### config.mk
export PLATFORM = sky130hd
export DESIGN_NAME = spm_seq
export DESIGN_NICKNAME = d
export VERILOG_FILES = /design/src/rtl/spm_pkg.sv /design/src/rtl/spm_cell.sv /design/src/rtl/spm_seq.sv
export SDC_FILE = /design/constraint.sdc
export NUM_CORES = 1
export LEC_CHECK = 0
export ABC_AREA = 1
export CAP_MARGIN = 20
export CORE_MARGIN = 2
export CORE_UTILIZATION = 35
export DETAILED_ROUTE_END_ITERATION = 10
export GPL_TIMING_DRIVEN = 0
export HOLD_SLACK_MARGIN = 0.15
export PLACE_DENSITY_LB_ADDON = 0.1
export SYNTH_ARGS = -nofsm -noshare
export SYNTH_HDL_FRONTEND = slang
export SYNTH_HIERARCHICAL = 1
export SYNTH_SLANG_ARGS = --single-unit
export TNS_END_PERCENT = 5
### constraint.sdc
create_clock -name clk -period 1.85 [get_ports clk]
set_input_delay 0.185 -clock clk [delete_from_list [all_inputs] [get_ports clk]]
set_output_delay 0.185 -clock clk [all_outputs]
set_load 0.005 [all_outputs]
### src/rtl/spm_pkg.sv
// spm_pkg: shared constants for the serial-parallel multiplier.
// State encodings are plain localparams so legacy tools can consume them.
package spm_pkg;

   // Legal operand widths, checked when spm_seq elaborates.
   localparam int WIDTH_MIN = 2;
   localparam int WIDTH_MAX = 64;

   // Sequencer states.
   localparam logic [1:0] IDLE = 2'd0;
   localparam logic [1:0] RUN  = 2'd1;
   localparam logic [1:0] DONE = 2'd2;

   // Counter width able to index all 2*width RUN cycles.
   function automatic int cnt_w(input int width);
      return $clog2(2 * width);
   endfunction

endpackage

### src/rtl/spm_cell.sv
// spm_cell: one carry-save bit cell of the serial-parallel multiplier chain.
// Holds a sum and a carry bit; clr has priority over en.
module spm_cell (
   input  logic clk,
   input  logic a,     // partial-product bit X[j] & ybit
   input  logic s_in,  // sum from the next-more-significant cell
   input  logic c_in,  // this cell's own carry, routed back by the parent
   input  logic clr,
   input  logic en,
   output logic s,
   output logic c
);

   // Full-add the three inputs into the sum/carry pair on each enabled edge.
   // NOTE: sequential state uses <= so every flop samples pre-edge values;
   // a blocking = here would let one flop see another's new value.
   always_ff @(posedge clk) begin
      if (clr) begin
         s <= 1'b0;
         c <= 1'b0;
      end else if (en) begin
         s <= a ^ s_in ^ c_in;
         c <= (a & s_in) | (a & c_in) | (s_in & c_in);
      end
   end

endmodule

### src/rtl/spm_seq.sv
// spm_seq: self-sequencing serial-parallel multiplier, WIDTH x WIDTH -> 2*WIDTH.
// The multiplier streams in LSB first through a chain of spm_cell instances;
// product bits leave cell 0 one per RUN cycle into a shift register.
// Define SPM_SIGNED_EN for two's-complement operands and product.
module spm_seq
   import spm_pkg::*;
#(
   parameter int WIDTH = 32
) (
   input  logic               clk,
   input  logic               rst,
   input  logic               start,
   input  logic [WIDTH-1:0]   mc,
   input  logic [WIDTH-1:0]   mp,
   output logic               busy,
   output logic               done,
   output logic [2*WIDTH-1:0] p
);

   localparam int            CW        = cnt_w(WIDTH);
   localparam int            PW        = 2 * WIDTH;
   localparam logic [CW-1:0] CNT_LAST  = CW'(PW - 1);
   localparam logic [CW-1:0] CNT_FLUSH = CW'(WIDTH);
   localparam logic [CW-1:0] CNT_ONE   = CW'(1);

   if (WIDTH < WIDTH_MIN || WIDTH > WIDTH_MAX) begin : g_bad_width
      $error("spm_seq: WIDTH out of range 2..64");
   end

   logic [1:0]       state_q, state_d;
   logic [CW-1:0]    cnt_q, cnt_d;
   logic [WIDTH-1:0] x_q, x_d;
   logic [WIDTH-1:0] y_q, y_d;
   logic [PW-2:0]    prod_lo_q, prod_lo_d;
   logic [PW-1:0]    p_q, p_d;
   logic             done_q, done_d;

   logic             accept, run, ybit, cell_clr;
   logic [PW-1:0]    prod_w;
   logic [WIDTH-1:0] s_q, c_q, a_w, s_in_w;

`ifdef SPM_SIGNED_EN
   localparam logic [WIDTH-1:0] ONE_W = WIDTH'(1);
   localparam logic [PW-1:0]    ONE_P = PW'(1);

   logic neg_q, neg_d;

   // Unsigned magnitude; the most negative value maps to 2^(WIDTH-1).
   function automatic logic [WIDTH-1:0] mag(input logic [WIDTH-1:0] v);
      return v[WIDTH-1] ? (~v + ONE_W) : v;
   endfunction
`endif

   assign accept   = (state_q == IDLE) && start;
   assign run      = (state_q == RUN);
   assign ybit     = run && (cnt_q < CNT_FLUSH) && y_q[0];
   assign cell_clr = rst || accept;

   // The product MSB always equals cell 0's sum, since both load the same new
   // sum bit on every RUN edge; only the lower 2W-1 bits need their own flops.
   assign prod_w = {s_q[0], prod_lo_q};

   // Carry-save chain; the top cell sees s[WIDTH] = 0.
   for (genvar j = 0; j < WIDTH; j++) begin : g_cell
      assign a_w[j] = x_q[j] & ybit;
      if (j == WIDTH - 1) begin : g_top
         assign s_in_w[j] = 1'b0;
      end else begin : g_mid
         assign s_in_w[j] = s_q[j+1];
      end
      spm_cell u_cell (
         .clk  (clk),
         .a    (a_w[j]),
         .s_in (s_in_w[j]),
         .c_in (c_q[j]),
         .clr  (cell_clr),
         .en   (run),
         .s    (s_q[j]),
         .c    (c_q[j])
      );
   end

   // Next-state logic for the sequencer, operand registers and product.
   // NOTE: every variable gets a default first so no path leaves it unassigned,
   // which would otherwise infer a latch.
   always_comb begin
      state_d   = state_q;
      cnt_d     = cnt_q;
      x_d       = x_q;
      y_d       = y_q;
      prod_lo_d = prod_lo_q;
      p_d       = p_q;
      done_d    = 1'b0;
`ifdef SPM_SIGNED_EN
      neg_d     = neg_q;
`endif
      case (state_q)
         IDLE: begin
            if (start) begin
               state_d   = RUN;
               cnt_d     = '0;
               prod_lo_d = '0;
`ifdef SPM_SIGNED_EN
               x_d       = mag(mc);
               y_d       = mag(mp);
               neg_d     = mc[WIDTH-1] ^ mp[WIDTH-1];
`else
               x_d       = mc;
               y_d       = mp;
`endif
            end
         end
         RUN: begin
            cnt_d     = cnt_q + CNT_ONE;
            y_d       = y_q >> 1;
            prod_lo_d = prod_w[PW-1:1];
            if (cnt_q == CNT_LAST) state_d = DONE;
         end
         DONE: begin
            state_d = IDLE;
            done_d  = 1'b1;
`ifdef SPM_SIGNED_EN
            p_d     = neg_q ? (~prod_w + ONE_P) : prod_w;
`else
            p_d     = prod_w;
`endif
         end
         default: state_d = IDLE;
      endcase
   end

   // State registers with synchronous reset; reset also aborts any operation.
   always_ff @(posedge clk) begin
      if (rst) begin
         state_q   <= IDLE;
         cnt_q     <= '0;
         x_q       <= '0;
         y_q       <= '0;
         prod_lo_q <= '0;
         p_q       <= '0;
         done_q    <= 1'b0;
`ifdef SPM_SIGNED_EN
         neg_q     <= 1'b0;
`endif
      end else begin
         state_q   <= state_d;
         cnt_q     <= cnt_d;
         x_q       <= x_d;
         y_q       <= y_d;
         prod_lo_q <= prod_lo_d;
         p_q       <= p_d;
         done_q    <= done_d;
`ifdef SPM_SIGNED_EN
         neg_q     <= neg_d;
`endif
      end
   end

   assign busy = (state_q != IDLE);
   assign done = done_q;
   assign p    = p_q;

endmodule

# After elaboration in Yosys (flattened, before gate mapping)
# Cells that the tools add are included.
# word_totals
ff_bits,264
input_bits,67
output_inout_bits,66
word_cells,349
# op_classes
add_sub_neg,1
magnitude_cmp,1
n_eq_ne,5
mux,10
n_bitwise,251
n_reduce_logical,10
# ops
cell,count
AND 1 bit,126
one-hot mux 63 bit (2 select lines),1
one-hot mux 32 bit (2 select lines),1
2-to-1 mux 63 bit,1
XOR 1 bit,63
OR 1 bit,62
2-to-1 mux 32 bit,1
one-hot mux 6 bit (2 select lines),1
"adder 6 x 1 -> 6 bit, second input constant",1
"equality test 6 bit, second input constant",1
"< comparator 6 bit, second input constant",1
2-to-1 mux 6 bit,1
AND reduction 2 bit,3
2-to-1 mux 2 bit,2
one-hot mux 2 bit (2 select lines),1
nonzero test 2 bit,2
logical AND 1 bit,3
"equality test 2 x 1 -> 1 bit, second input constant",1
"equality test 2 bit, second input constant",1
zero test 2 bit,1
"!= test 2 x 1 -> 1 bit, second input constant",1
"!= test 2 bit, second input constant",1
logical OR 1 bit,1
2-to-1 mux 1 bit,1

# Longest topological paths before layout
# depth
ltp_word,7
depth_mapped,11
depth_no_buf,10

# Hierarchy
# Netlist, hierarchy kept.
# modules_own_cells
module,instances,cells_each,area_per_inst_um2,seq_area_each_um2
spm_seq,1,1037,7577.3,4003.8
spm_cell,32,14,101.3,40.0

# Least setup slack after synthesis
# OpenSTA, ideal clock, no wires.
# synth_timing
kind,register -> register
startpoint,reg state_q[0]
endpoint,reg state_q[1]
setup_ns,0.111
arrival_time_ns,1.805
t_required_ns,1.739
path_slack_ns,-0.066
stages_incl_launch_ff,7
n_path_buf,1
period_less_slack_ns,1.916
path_cell_list,dfxtp_1 -> inv_1 -> nor2_2 -> buf_4 -> o21ai_0 -> nand2_1 -> inv_1
# synth_via
elab_chain_cells,3
word_cells_on_any_way,6
cone_classes,eq/ne (3); mux (1); reduce/logical (2)
# synth_rtl
item,line_no,rtl
start: declaration,spm_seq.sv:30,"logic [1:0] state_q, state_d;"
start signal: assignment,spm_seq.sv:146,state_q <= state_d;
equality test 2 x 1 -> 1 bit (*),--,
named net run,spm_seq.sv:38,"logic accept, run, ybit, cell_clr;"
!= test 2 x 1 -> 1 bit (no source line),--,
AND reduction 2 bit (no source line),--,
# The timed path passes the listed nets; every way through them passes the cells marked *.
# A chain may end at the register's enable or synchronous reset.

# Worst setup path after layout
# layout_timing
startpoint,reg state_q[0]
endpoint,out busy
# layout_via
elab_chain_cells,1
# layout_rtl
item,line_no,rtl
nonzero test 2 bit,spm_seq.sv:159,assign busy = (state_q != IDLE);
end: declaration,spm_seq.sv:15,"output logic busy,"
# No other way between the ends.

==> impl_metrics.yaml <==
outcome:
  status: "completed"
clock_network:
  insertion_delay_ns: 0.55
  cts_buffers: 29
  clockBufferDepth: 3
  cts_tree: "yes"
  root_buffer: "clkbuf_16"
  cts_num_sinks: 264
  htree_levels: 1
  cts_hold_buf: 0
  path_clk_slew_ns: 0.06
drt:
  wl_mm: 26.2
  drt-pass1-iter-count: 4
  drt_iter0_markers: 392
  vias: 9145
  drcViolationCount: 0
  wl_per_cell_um: 12.7
  vias_per_cell: 4.42
  drtAntennaViolNets: 0
die:
  core-area_um2: 30500
  dieArea_um2: 32300
  die_h_um: 180
  rows: 64
  die_w_um: 180
  ios: 133
  start_util: 0.355
yosys:
  netlist.area_leader.share: 0.488
  async_flop_share: 0
  synth_edf_count: 0
  yosysTopAreaCell: "dfxtp_1"
  yosysSeqAreaShare: 0.488
  synthTopCellsByArea: "dfxtp_1 49%, nand2_1 12%, nor2_1 12%"
  synthFlopType: "dfxtp_1"
  ys_ff_latch: 264
  netlist-cell-type-count: 21
  syn_inst: 1485
  netlist_top_cells_count: "351 x nand2_1, 344 x nor2_1, 264 x dfxtp_1, 172 x inv_1, 110 x o21ai_0"
  synth.most_common_cell: "nand2_1"
  syn_nets: 1585
  synth_area_um2: 10800
  syn_area_per_cell_um2: 7.29
  yosys_warnings: 6
grt:
  grt_util_met1: 0.221
  first_global_vias: 9169
  grt_most_used_layer: "met2"
  antenna_found_initial: 0
  grt_usage: 0.165
  gr-usage-met3: 0.0314
  grt_use_met2: 0.276
  grt_pass1_wl_mm: 45.2
  grt_max_degree: 70
  grt.overflow.total: 0
final_layout:
  diodes: 0
  fillers: 3174
  multi_input_area_um2: 4730
  synthToLayoutAreaGrowth_pct: 28.4
  regArea_um2: 5290
  post_route_cells_drive_above_1_share: 0.0747
  nNetsFinal: 1751
pwr:
  max-vdd-ir-drop_uv: 677
  leakage_nw: 6.41
  total_power_mw: 13.7
  p_per_area_nw_per_um2: 990
sta:
  tightestPinTransition_ns: 0.568
  fmax_ghz: 0.545
  final_max_slew_viol_count: 0
  slew_headroom: 0.621
  rsz0062_at_grt: "yes"
  finalCritPeriodShare: 0.991
  fin_skew_ns: 0.0113
  setup_violations: 0
  finalCriticalPeriod_ns: 1.83
  hold_ws_ns: 0.234
  hold_violations: 0
job:
  drv_cap: 0
setup_path:
  critical_path.max_fanout: 5
  criticalPathCategory: "reg -> out"
  end_kind: "output pin"
  critPathLaunchType: "register"
  arrival_ns: 1.65
  required_ns: 1.66
place:
  dp_hpwl_mm: 17.4
  place.gp.congestion: 0.744
  port_buffers: 132
min_path:
  hp-class: "in -> reg"
layer usage:
metal  vias up  wire [um]  share of wire
met3        35       1120          0.043
met2       131      11900           0.45
met5         -          0              0
met1      4123      12600           0.48
met4         0        596          0.023
li1       4856          -              -
what timing repair did:
action	CTS	global route
setup buffers	1	0
cloned	1	0
pin swaps	1	1
endpoints found under the setup margin	75	74
resized for setup	42	32
final timing paths:
kind	start	end	slack, ns	depth (start not counted)
worst min register to register	y_q[14]	y_q[13]	0.44	2
worst max register to register	state_q[1]	g_cell[29].u_cell/s	0.10	11
worst min-delay path	mp[21]	y_q[21]	0.23	3
worst max-delay path	state_q[0]	busy	0.02	3
worst max-delay path: stages, from the launching register on:
cell             delay, ns
dfxtp_4               0.39
inv_1                 0.07
nand2_1               0.12
clkdlybuf4s50_1       0.52
area by class of cell:
class | count | share of cell area
plain buffers | 69 | 0.0279
flip-flops and latches | 264 | 0.381
clock inverters | 15 | 0.00946
clock buffers | 39 | 0.0593
repair buffers | 135 | 0.100
multi-input cells | 980 | 0.340
well taps | 396 | 0.0357
inverters | 172 | 0.0466
power breakdown:
group          internal (mW)  switching (mW)  leakage, nW
Sequential              6.02           0.177         2.15
Clock                   3.39            2.35        0.481
Combinational          0.765            1.05         3.78
registers in the layout, indices dropped and copies added (netlist names):
signal           cells
g_cell.u_cell/s     32
done                 1
state_q              2
prod_lo_q           63
p                   64
g_cell.u_cell/c     32
cnt_q                6
y_q                 32
x_q                 32
stage by stage:
stage | setup TNS (ns) | std cells | worst slack, ns | utilization | instance area [um2]
finish | 0 | 2070 | 0.0158 | 0.455 | 13900
global route | -0.371 | 2070 | -0.0417 | 0.455 | 13900
CTS | -0.0343 | 2070 | -0.0147 | 0.452 | 13800
detailed placement | -66.66 | 2014 | -0.726 | 0.415 | 12700
global placement | -100.19 | 2013 | -1.22 | 0.414 | 12600
floorplan | 0 | 1485 | 0.0990 | - | 10800
cell families (layout without fill, tap and decap cells):
family,Yosys count,count (layout),share of synthesized area
and+or+nand+nor,798,798,0.292
DFF,264,264,0.488
buffers and inverters,241,430,0.0901
AOI/OAI and AO/OA,148,148,0.0688
adders and majority gates,33,33,0.0604
other,1,1,0.000347
layout by cell type, fill, tap and decap left out, drive strengths merged, types with 2 or more instances in the layout:
master and count:
clkdlybuf4s50 132, nand3 86, o21ai 111, a21oi 37
clkinv 11, nor3b 11, fa 32, or2 2
buf 29, bufinv 2, clkbuf 81, inv 173
nor2 346, nand2 352, dfxtp 264
No activity file was read; power rests on OpenSTA's default activity.
